`src/rtl/l2_mem_req_adapter_if.sv`:
```
// Signal bundle between the SoC request/response channels, the adapter and the L2 SRAM wrapper.
// The slave modport is the adapter's view; master is the surrounding interconnect and memory.
interface l2_mem_req_adapter_if #(
    parameter int unsigned ADDR_WIDTH = 15,
    parameter int unsigned ID_WIDTH   = 4
);
    logic                  req_valid;
    logic                  req_ready;
    logic                  req_we;
    logic [ADDR_WIDTH-1:0] req_addr;
    logic [7:0]            req_be;
    logic [63:0]           req_wdata;
    logic [ID_WIDTH-1:0]   req_id;

    logic                  rsp_valid;
    logic                  rsp_ready;
    logic                  rsp_we;
    logic [63:0]           rsp_rdata;
    logic [ID_WIDTH-1:0]   rsp_id;

    logic                  mem_csn;
    logic                  mem_wen;
    logic [7:0]            mem_be;
    logic [ADDR_WIDTH-1:0] mem_add;
    logic [63:0]           mem_wdata;
    logic [63:0]           mem_rdata;

    modport slave (
        input  req_valid, req_we, req_addr, req_be, req_wdata, req_id,
        output req_ready,
        output rsp_valid, rsp_we, rsp_rdata, rsp_id,
        input  rsp_ready,
        output mem_csn, mem_wen, mem_be, mem_add, mem_wdata,
        input  mem_rdata
    );

    modport master (
        output req_valid, req_we, req_addr, req_be, req_wdata, req_id,
        input  req_ready,
        input  rsp_valid, rsp_we, rsp_rdata, rsp_id,
        output rsp_ready,
        input  mem_csn, mem_wen, mem_be, mem_add, mem_wdata,
        output mem_rdata
    );
endinterface

```
`src/rtl/l2_mem_req_adapter.sv`:
```
// Turns a valid/ready request stream into single-cycle SRAM accesses and returns responses
// through a credit-protected FIFO with a fall-through path when the FIFO is empty.
module l2_mem_req_adapter #(
    parameter int unsigned ADDR_WIDTH = 15,
    parameter int unsigned ID_WIDTH   = 4,
    parameter int unsigned RSP_DEPTH  = 2
) (
    input  logic                 clk_i,
    input  logic                 rst_i,
    l2_mem_req_adapter_if.slave  bus_io
);
    localparam int unsigned PtrW = $clog2(RSP_DEPTH);
    localparam int unsigned OccW = $clog2(RSP_DEPTH + 1);
    localparam int unsigned EntW = 1 + ID_WIDTH + 64;

    typedef logic [PtrW-1:0] ptr_t;
    typedef logic [OccW-1:0] occ_t;
    typedef logic [OccW:0]   cnt_t;

    logic [EntW-1:0]       fifo_q [RSP_DEPTH];
    ptr_t                  wr_ptr_q, wr_ptr_d, rd_ptr_q, rd_ptr_d;
    occ_t                  occ_q, occ_d;
    logic                  inflight_q, infl_we_q;
    logic [ID_WIDTH-1:0]   infl_id_q;

    logic                  req_ready, hs, fifo_empty, push, pop, rsp_valid;
    logic [ADDR_WIDTH-1:0] req_addr;
    logic [EntW-1:0]       payload, head, rsp_sel;

    function automatic ptr_t ptr_inc(ptr_t p);
        return (p == ptr_t'(RSP_DEPTH - 1)) ? '0 : p + ptr_t'(1);
    endfunction

    // Credits count both buffered entries and the access whose data arrives next cycle.
    assign req_ready  = !rst_i && ((cnt_t'(occ_q) + cnt_t'(inflight_q)) < cnt_t'(RSP_DEPTH));
    assign hs         = bus_io.req_valid && req_ready;
    assign req_addr   = bus_io.req_addr;

    assign bus_io.req_ready = req_ready;
    assign bus_io.mem_csn   = !hs;
    assign bus_io.mem_wen   = hs ? !bus_io.req_we : 1'b1;
    assign bus_io.mem_be    = hs ? bus_io.req_be : 8'h00;
    assign bus_io.mem_add   = hs ? req_addr : '0;
    assign bus_io.mem_wdata = hs ? bus_io.req_wdata : 64'd0;

    assign fifo_empty = (occ_q == '0);
    assign payload    = {infl_we_q, infl_id_q, infl_we_q ? 64'd0 : bus_io.mem_rdata};
    assign head       = fifo_q[rd_ptr_q];
    // The inflight payload bypasses the FIFO only when it is empty and consumed at once.
    assign push       = inflight_q && !(fifo_empty && bus_io.rsp_ready);
    assign pop        = !fifo_empty && bus_io.rsp_ready;

    always_comb begin
        occ_d    = occ_q;
        wr_ptr_d = wr_ptr_q;
        rd_ptr_d = rd_ptr_q;
        if (push && !pop) begin
            occ_d = occ_q + occ_t'(1);
        end else if (pop && !push) begin
            occ_d = occ_q - occ_t'(1);
        end
        if (push) begin
            wr_ptr_d = ptr_inc(wr_ptr_q);
        end
        if (pop) begin
            rd_ptr_d = ptr_inc(rd_ptr_q);
        end
    end

    always_comb begin
        rsp_valid = 1'b0;
        rsp_sel   = '0;
        if (!fifo_empty) begin
            rsp_valid = 1'b1;
            rsp_sel   = head;
        end else if (inflight_q) begin
            rsp_valid = 1'b1;
            rsp_sel   = payload;
        end
    end

    assign bus_io.rsp_valid = rsp_valid;
    assign {bus_io.rsp_we, bus_io.rsp_id, bus_io.rsp_rdata} = rsp_sel;

    always_ff @(posedge clk_i or posedge rst_i) begin
        if (rst_i) begin
            wr_ptr_q   <= '0;
            rd_ptr_q   <= '0;
            occ_q      <= '0;
            inflight_q <= 1'b0;
            infl_we_q  <= 1'b0;
            infl_id_q  <= '0;
        end else begin
            wr_ptr_q   <= wr_ptr_d;
            rd_ptr_q   <= rd_ptr_d;
            occ_q      <= occ_d;
            inflight_q <= hs;
            if (hs) begin
                infl_we_q <= bus_io.req_we;
                infl_id_q <= bus_io.req_id;
            end
        end
    end

    always_ff @(posedge clk_i) begin
        if (push) begin
            fifo_q[wr_ptr_q] <= payload;
        end
    end

    a_no_overflow: assert property (@(posedge clk_i) disable iff (rst_i)
        !(push && occ_q == occ_t'(RSP_DEPTH)));
endmodule

```
`src/flat_wrapper.sv`:
```
// flat-port wrapper written by rule: the top's interface ports become plain ports
module l2_mem_req_adapter_flat 
#(
    parameter int unsigned ADDR_WIDTH = 15,
    parameter int unsigned ID_WIDTH   = 4,
    parameter int unsigned RSP_DEPTH  = 2
)
  (clk_i, rst_i, bus_io_req_valid, bus_io_req_we, bus_io_req_addr, bus_io_req_be, bus_io_req_wdata, bus_io_req_id, bus_io_req_ready, bus_io_rsp_valid, bus_io_rsp_we, bus_io_rsp_rdata, bus_io_rsp_id, bus_io_rsp_ready, bus_io_mem_csn, bus_io_mem_wen, bus_io_mem_be, bus_io_mem_add, bus_io_mem_wdata, bus_io_mem_rdata);
  l2_mem_req_adapter_if #(.ADDR_WIDTH(ADDR_WIDTH), .ID_WIDTH(ID_WIDTH)) bus_io_i ();
  input  logic clk_i;
  input  logic rst_i;
  input wire logic [$bits(bus_io_i.req_valid)-1:0] bus_io_req_valid;
  input wire logic [$bits(bus_io_i.req_we)-1:0] bus_io_req_we;
  input wire logic [$bits(bus_io_i.req_addr)-1:0] bus_io_req_addr;
  input wire logic [$bits(bus_io_i.req_be)-1:0] bus_io_req_be;
  input wire logic [$bits(bus_io_i.req_wdata)-1:0] bus_io_req_wdata;
  input wire logic [$bits(bus_io_i.req_id)-1:0] bus_io_req_id;
  output wire logic [$bits(bus_io_i.req_ready)-1:0] bus_io_req_ready;
  output wire logic [$bits(bus_io_i.rsp_valid)-1:0] bus_io_rsp_valid;
  output wire logic [$bits(bus_io_i.rsp_we)-1:0] bus_io_rsp_we;
  output wire logic [$bits(bus_io_i.rsp_rdata)-1:0] bus_io_rsp_rdata;
  output wire logic [$bits(bus_io_i.rsp_id)-1:0] bus_io_rsp_id;
  input wire logic [$bits(bus_io_i.rsp_ready)-1:0] bus_io_rsp_ready;
  output wire logic [$bits(bus_io_i.mem_csn)-1:0] bus_io_mem_csn;
  output wire logic [$bits(bus_io_i.mem_wen)-1:0] bus_io_mem_wen;
  output wire logic [$bits(bus_io_i.mem_be)-1:0] bus_io_mem_be;
  output wire logic [$bits(bus_io_i.mem_add)-1:0] bus_io_mem_add;
  output wire logic [$bits(bus_io_i.mem_wdata)-1:0] bus_io_mem_wdata;
  input wire logic [$bits(bus_io_i.mem_rdata)-1:0] bus_io_mem_rdata;
  assign bus_io_i.req_valid = bus_io_req_valid;
  assign bus_io_i.req_we = bus_io_req_we;
  assign bus_io_i.req_addr = bus_io_req_addr;
  assign bus_io_i.req_be = bus_io_req_be;
  assign bus_io_i.req_wdata = bus_io_req_wdata;
  assign bus_io_i.req_id = bus_io_req_id;
  assign bus_io_req_ready = bus_io_i.req_ready;
  assign bus_io_rsp_valid = bus_io_i.rsp_valid;
  assign bus_io_rsp_we = bus_io_i.rsp_we;
  assign bus_io_rsp_rdata = bus_io_i.rsp_rdata;
  assign bus_io_rsp_id = bus_io_i.rsp_id;
  assign bus_io_i.rsp_ready = bus_io_rsp_ready;
  assign bus_io_mem_csn = bus_io_i.mem_csn;
  assign bus_io_mem_wen = bus_io_i.mem_wen;
  assign bus_io_mem_be = bus_io_i.mem_be;
  assign bus_io_mem_add = bus_io_i.mem_add;
  assign bus_io_mem_wdata = bus_io_i.mem_wdata;
  assign bus_io_i.mem_rdata = bus_io_mem_rdata;
  l2_mem_req_adapter #(.ADDR_WIDTH(ADDR_WIDTH), .ID_WIDTH(ID_WIDTH), .RSP_DEPTH(RSP_DEPTH)) u_core (.clk_i(clk_i), .rst_i(rst_i), .bus_io(bus_io_i));
endmodule
```
`config.mk`:
```
export PLATFORM = sky130hd
export DESIGN_NAME = l2_mem_req_adapter_flat
export DESIGN_NICKNAME = d
export VERILOG_FILES = /design/src/rtl/l2_mem_req_adapter_if.sv /design/src/rtl/l2_mem_req_adapter.sv /design/src/flat_wrapper.sv
export SDC_FILE = /design/constraint.sdc
export NUM_CORES = 1
export LEC_CHECK = 0
export ABC_AREA = 1
export CAP_MARGIN = 20
export CORE_MARGIN = 4
export CORE_UTILIZATION = 42
export CTS_CLUSTER_SIZE = 28
export DETAILED_ROUTE_END_ITERATION = 10
export MAX_ROUTING_LAYER = met4
export PLACE_DENSITY = 0.79
export SETUP_SLACK_MARGIN = 0.5
export SLEW_MARGIN = 10
export SYNTH_ARGS = -nofsm -noshare
export SYNTH_HDL_FRONTEND = slang
export SYNTH_SLANG_ARGS = --single-unit
```
`constraint.sdc`:
```
create_clock -name clk_i -period 5.1 [get_ports clk_i]
set_input_delay 1.02 -clock clk_i [delete_from_list [all_inputs] [get_ports clk_i]]
set_output_delay 1.02 -clock clk_i [all_outputs]
set_load 0.05 [all_outputs]
```
==> results.cfg <==
[grt]
grt_pass1_wl_um = 34800
grt_pass1_vias = 6145
use_met2_pct = 35.9
grt_busiest_layer = met2
grt_use_total_pct = 23.8
grt_antenna_before_repair = 8
grt_util_met3_pct = 8.46
globalRouteOverflowTotal = 0
use_met1_pct = 31.2
grt_max_degree = 71

[sta]
fin_crit_ps = 4460
period_share_pct = 87.4
slew-limit-headroom_pct = 40.0
setup_violations = 0
layout_setup_ws_ps = 641
slew_violations = 0
rsz0062_at_grt = false
max_freq_mhz = 224
hold_viol = 0
clock_skew_ps = 8.14
tns_ps = 0
fin_hold_ws_ps = 475
tightest_slew_ps = 898

[worst_setup_path]
arrival_ps = 3440
critPathLaunch = rst_i
crit_type = in2out
required_ps = 4080
worst_setup_path_start_kind = input pin
crit_path_end_kind = output pin
worstReg2RegStart = u_core.occ_q[0]
reg2reg_depth = 5
cp_max_fo = 37

[finish]
area_growth_pct = 55.2
drive_gt1_share_pct = 5.52
final_util_pct = 66.5
nets = 1217

[yosys]
syn_area_um2 = 7110
yosys-top-cells-area = edfxtp_1 (58%), inv_1 (8.6%), nor2_1 (8.3%)
ys_seq_elements = 148
yosysSeqAreaShare_pct = 61.8
synthCells = 754
synth_area_per_cell_um2 = 9.43
synth.largest_area_cell = edfxtp_1
synth_top_area_share_pct = 58.3
synth.distinct_cells = 22
syn-num-nets = 914
ys.warnings.count = 0

[power]
power.total_uw = 6560
leakagePower_uw = 0.00466
irDropWorstVdd_mv = 0.410
power.density_nw_per_um2 = 595

[hold_path]
holdCritPathClass = reg2reg
hold-path-cell-count = 0
hold_start = u_core.infl_id_q[3]

[drt]
vias_per_cell = 4.81
dr_total_vias = 6245
wirelength_um = 22600
drc = 0
wl_per_cell_um = 17.4
drtAntennaViolNets = 0
dr.pass1.iters = 5
drtIter0Drc = 563

[clocking]
clock_path_buffers = 2
cts_setup_buffers = 0
htree_num_levels = 4
hold_buffers = 0
clkTransAtPathRegs_ps = 60
clkLatencyLatePin_ps = 410
cts.sinks = 148
cts_tree = built
root_buffer = clkbuf_16
cts_buffers = 17
cts-resized-gates = 0

[placement]
io_buffers = 319
gp_congestion = 0.938
dp_hpwl_um = 15800
place_worst_setup_slack_ps = 647

[floorplan]
io_pins = 320
die_x_um = 138
start_util_pct = 42.9
die_height_um = 138
core_um2 = 16600
dieArea_um2 = 19100
rows = 47

[flow_run]
cap_violations = 0

[run_status]
outcome = complete, no violations
per-layer routing:
metal  part of all wire [%]  up-vias
li1                       -     3053
met3                    8.9       24
met2                     47      242
met1                     43     2926
met4                    1.2        0
met5                      0        -
worst max-delay path, stage by stage:
cell	delay, ps
clkdlybuf4s50_1	460
nor2_1	170
nand3_2	430
buf_12	350
nor2_1	120
clkdlybuf4s50_1	870
cells in the final DEF (no fill, tap or decap):
| cell type | netlist | routed |
|---|---|---|
| clkdlybuf4s50_1 | 0 | 319 |
| inv_1 | 163 | 161 |
| nor2_1 | 158 | 157 |
| edfxtp_1 | 138 | 138 |
| nand2_1 | 80 | 80 |
| o21ai_0 | 69 | 69 |
| o22ai_1 | 59 | 59 |
| clkbuf_16 | 0 | 17 |
| o22ai_2 | 10 | 10 |
| dfrtp_1 | 10 | 9 |
| diode_2 | 0 | 8 |
| buf_4 | 1 | 7 |
| o21ai_1 | 6 | 6 |
| inv_2 | 3 | 5 |
| clkinv_2 | 0 | 4 |
| clkinv_1 | 0 | 4 |
| buf_12 | 0 | 4 |
| nand2_2 | 3 | 3 |
| nand3_1 | 3 | 3 |
| clkinvlp_4 | 0 | 3 |
| bufinv_16 | 0 | 2 |
| nand3_2 | 1 | 1 |
| nor2_2 | 1 | 1 |
| nor2_4 | 0 | 1 |
| xor2_1 | 1 | 1 |
| nand4_1 | 1 | 1 |
| nor3_1 | 1 | 1 |
| a21oi_1 | 1 | 1 |
| clkbuf_1 | 8 | 1 |
| dfrtp_2 | 0 | 1 |
sequential cells by signal, summed over array words and instances (netlist names):
| register | count |
|---|---|
| u_core.fifo_q | 138 |
| u_core.infl_id_q | 4 |
| u_core.occ_q | 2 |
| u_core.infl_we_q | 1 |
| u_core.inflight_q | 1 |
| u_core.rd_ptr_q | 1 |
| u_core.wr_ptr_q | 1 |
Yosys cell counts, drive strengths merged:
cell type	instances
nor3	1
inv	166
o22ai	69
edfxtp	138
clkbuf	8
nor2	159
a21oi	1
nand2	83
nand4	1
buf	38
xor2	1
dfrtp	10
nand3	4
o21ai	75
cell type report:
cell class	instances	area [µm²]
clock buffer	18	429
tap	220	275
antenna	8	20.0
inverter	166	623
multi-input combinational	394	1850
clock inverter	13	118
sequential	148	4400
timing repair buffer	330	3330
fill	1330	5550
kinds of logic after synthesis:
kind of cell           share of synthesized area [%]
AO/OA/AOI/OAI                                   12.3
AND/OR/NAND/NOR                                 13.4
buffers and inverters                           12.3
flip-flops                                      61.8
XOR/XNOR                                       0.123
through the flow:
step / cells / cell area, µm²
2_1_floorplan: 754 / 7110
3_3_place_gp: 1258 / 10500
3_5_place_dp: 1258 / 10500
4_1_cts: 1289 / 11000
5_1_grt: 1297 / 11000
6_report: 1297 / 11000
report_power, final:
group | total, µW | switching (µW) | internal (µW)
sequential | 1640 | 58.3 | 1590
clock | 1150 | 450 | 705
combinational | 3770 | 2640 | 1130
total | 6560 | 3150 | 3420
final timing paths:
path | to | slack, ps
max | bus_io_mem_wdata[58] | 640
min | u_core.fifo_q[0][67] | 470
max reg2reg | u_core.fifo_q[0][47] | 2860
min reg2reg | u_core.fifo_q[0][67] | 470
max in group asynchronous | u_core.rd_ptr_q | 3770
min in group asynchronous | u_core.infl_id_q[3] | 990
Note: power is estimated with default switching activity, not from simulation.
==> edit: new RTL, same flow settings <==
`RSP_DEPTH` is set to 2 in 2 places; all go to 1.
--- a/src/rtl/l2_mem_req_adapter.sv
+++ b/src/rtl/l2_mem_req_adapter.sv
@@ -3,7 +3,7 @@
 module l2_mem_req_adapter #(
     parameter int unsigned ADDR_WIDTH = 15,
     parameter int unsigned ID_WIDTH   = 4,
-    parameter int unsigned RSP_DEPTH  = 2
+    parameter int unsigned RSP_DEPTH  = 1
 ) (
     input  logic                 clk_i,
     input  logic                 rst_i,
--- a/src/flat_wrapper.sv
+++ b/src/flat_wrapper.sv
@@ -3,7 +3,7 @@
 #(
     parameter int unsigned ADDR_WIDTH = 15,
     parameter int unsigned ID_WIDTH   = 4,
-    parameter int unsigned RSP_DEPTH  = 2
+    parameter int unsigned RSP_DEPTH  = 1
 )
   (clk_i, rst_i, bus_io_req_valid, bus_io_req_we, bus_io_req_addr, bus_io_req_be, bus_io_req_wdata, bus_io_req_id, bus_io_req_ready, bus_io_rsp_valid, bus_io_rsp_we, bus_io_rsp_rdata, bus_io_rsp_id, bus_io_rsp_ready, bus_io_mem_csn, bus_io_mem_wen, bus_io_mem_be, bus_io_mem_add, bus_io_mem_wdata, bus_io_mem_rdata);
   l2_mem_req_adapter_if #(.ADDR_WIDTH(ADDR_WIDTH), .ID_WIDTH(ID_WIDTH)) bus_io_i ();
Check against the original RTL: not equivalent (Yosys sat finds a counterexample within 4 cycles, from zero or initial values and one cycle with rst_i high).
==> edit against the unedited design <==
Critical path depth shrank 1; sequential cell count shrank 72; largest cell class is now buffers; routed wire length is 22% lower; cell area down 24%; non-clock buffer count fell by 4; power shrank 63%; area after synthesis down 32%; highest routed layer unchanged; clock skew fell by 0.0014 ns; synthesized cell count shrank 22%; setup slack gained 0.042 ns.
==> edit: results (changes against the unedited design) <==
| Metric | Value |
|---|---|
| Worst-Skew Late Latency | `0.33 ns (-0.08 ns)` |
| 1st-iter DRT viols | `425 (-25%)` |
| Antenna violations before repair | `0 (-8)` |
| Inserted Clock Buffers | `9 (-8)` |
| Compound-Gate Fraction of Synth Area | `6.832% (-5.5 points)` |
| Avg Cell Area, Syn | `8.264 um2 (-12%)` |
| Async SR Flop Fraction | `9.211% (+2.5 points)` |
| Data arrival, critical path | `3.40 ns (-0.04 ns)` |
| Cell variety after synth | `18 (-18%)` |
| Crit Path Max Fanout | `21 (-43%)` |
| Critical Path Max Stage Delay | `0.83 ns (-0.04 ns)` |
| Final Skew | `0.006759 ns (-0.001383 ns)` |
| Post-DP HPWL | `13750 um (-13%)` |
| Status | `finished clean` |
| Share of cells above drive strength 1 | `9.955% (+4.4 points)` |
| Largest net degree at the start of global routing | `66 (-7.0%)` |
| Gr usage total | `26.11% (+2.3 points)` |
| Synth top cells by count | `inv_1 (158), nand2_1 (151), edfxtp_1 (69)` |
| Post-Syn Nets | `745 (-18%)` |
| Vias per inst | `4.662 (-3.2%)` |
| Xor/xnor cell area share of the yosys netlist | `0% (-0.12 points)` |
| Hold/Removal Path Class | `reg -> reg` |
| Top flop regs | `u_core.fifo_q x69, u_core.infl_id_q x4` |
| Cell Count, Final, Fillers Out | `1034 (-20%)` |
| Post-synth EDFFs | `69 (-50%)` |
| Worst-Margin Slew | `1.047 ns (+0.1493 ns)` |
| Dominant cells by area after synthesis | `edfxtp_1 (43%), nor2_4 (14%), inv_1 (12%)` |
| First-pass GRT wire length | `25590 um (-27%)` |
| P_leak | `3.724 nW (-20%)` |
| Sequential element share of the synthesized area | `46.48% (-15 points)` |
| H-tree Lvls | `3 (-1)` |
| Ant diodes | `0 (-8)` |
[edit: cell types whose count changed in the layout (fill, tap and decap cells not counted), moves of 5 or more]
cell and delta:
nor2_1 -128, nand2_1 +70, edfxtp_1 -69, nor2_4 +59, o22ai_1 -59, o22ai_2 -10
clkbuf_16 -8, diode_2 -8, o21ai_0 -7, inv_1 -5
[edit: path summary, 6_finish.rpt]
path                                            startpoint                         endpoint  slack (ns)
max in group asynchronous                            rst_i         u_core.occ_q$_DFFE_PP0P_        3.82
hold / removal             u_core.infl_id_q[1]$_DFFE_PP0P_   u_core.fifo_q[0][65]$_DFFE_PP_        0.48
setup reg to reg                  u_core.occ_q$_DFFE_PP0P_   u_core.fifo_q[0][61]$_DFFE_PP_        2.55
hold reg to reg            u_core.infl_id_q[1]$_DFFE_PP0P_   u_core.fifo_q[0][65]$_DFFE_PP_        0.48
setup / recovery                          bus_io_req_valid             bus_io_mem_wdata[10]        0.68
min in group asynchronous                            rst_i  u_core.infl_id_q[2]$_DFFE_PP0P_        1.12
[edit: cell type report]
class,instances,area (um2)
clock buffer,9,225.2
clock inverter,7,115.1
fill,809,2614
inverter,159,596.8
multi-input combinational,317,1773
sequential,76,2248
tap,140,175.2
timing repair buffer,326,3283
[edit: layer usage]
metal | share of wire, % | global-route usage (%) | routed length, um | up-vias
li1 | - | - | - | 2336
met1 | 38 | 30.81 | 6585 | 2232
met2 | 52 | 44.21 | 9096 | 229
met3 | 8.3 | 6.526 | 1454 | 23
met4 | 2.3 | 7.512 | 398 | 0
met5 | 0 | - | 0 | -
[edit: where the power goes]
group	switching [mW]	internal, mW
combinational	0.625	0.336
sequential	0.0259	0.742
clock	0.242	0.476
[edit: worst reg2reg max path, cell delays in order, from the launching register on]
cell	delay, ns
dfrtp_2	0.76
inv_2	0.16
nand2_1	0.09
nand2_1	0.07
inv_2	0.60
buf_4	0.52
[edit: logic make-up after synthesis]
kind of cell           count (synthesis)
buffers and inverters                192
AOI/OAI and AO/OA                     66
DFF                                   76
and+or+nand+nor                      251
[edit: metrics by stage]
step	util (%)	power, mW	cell area [um2]
after detailed placement	73.04	1.733	8056
after global routing	76.30	2.543	8417
after floorplan	-	1.372	4835
after global placement	73.04	1.718	8056
final	76.30	2.446	8417
after CTS	76.12	2.452	8397
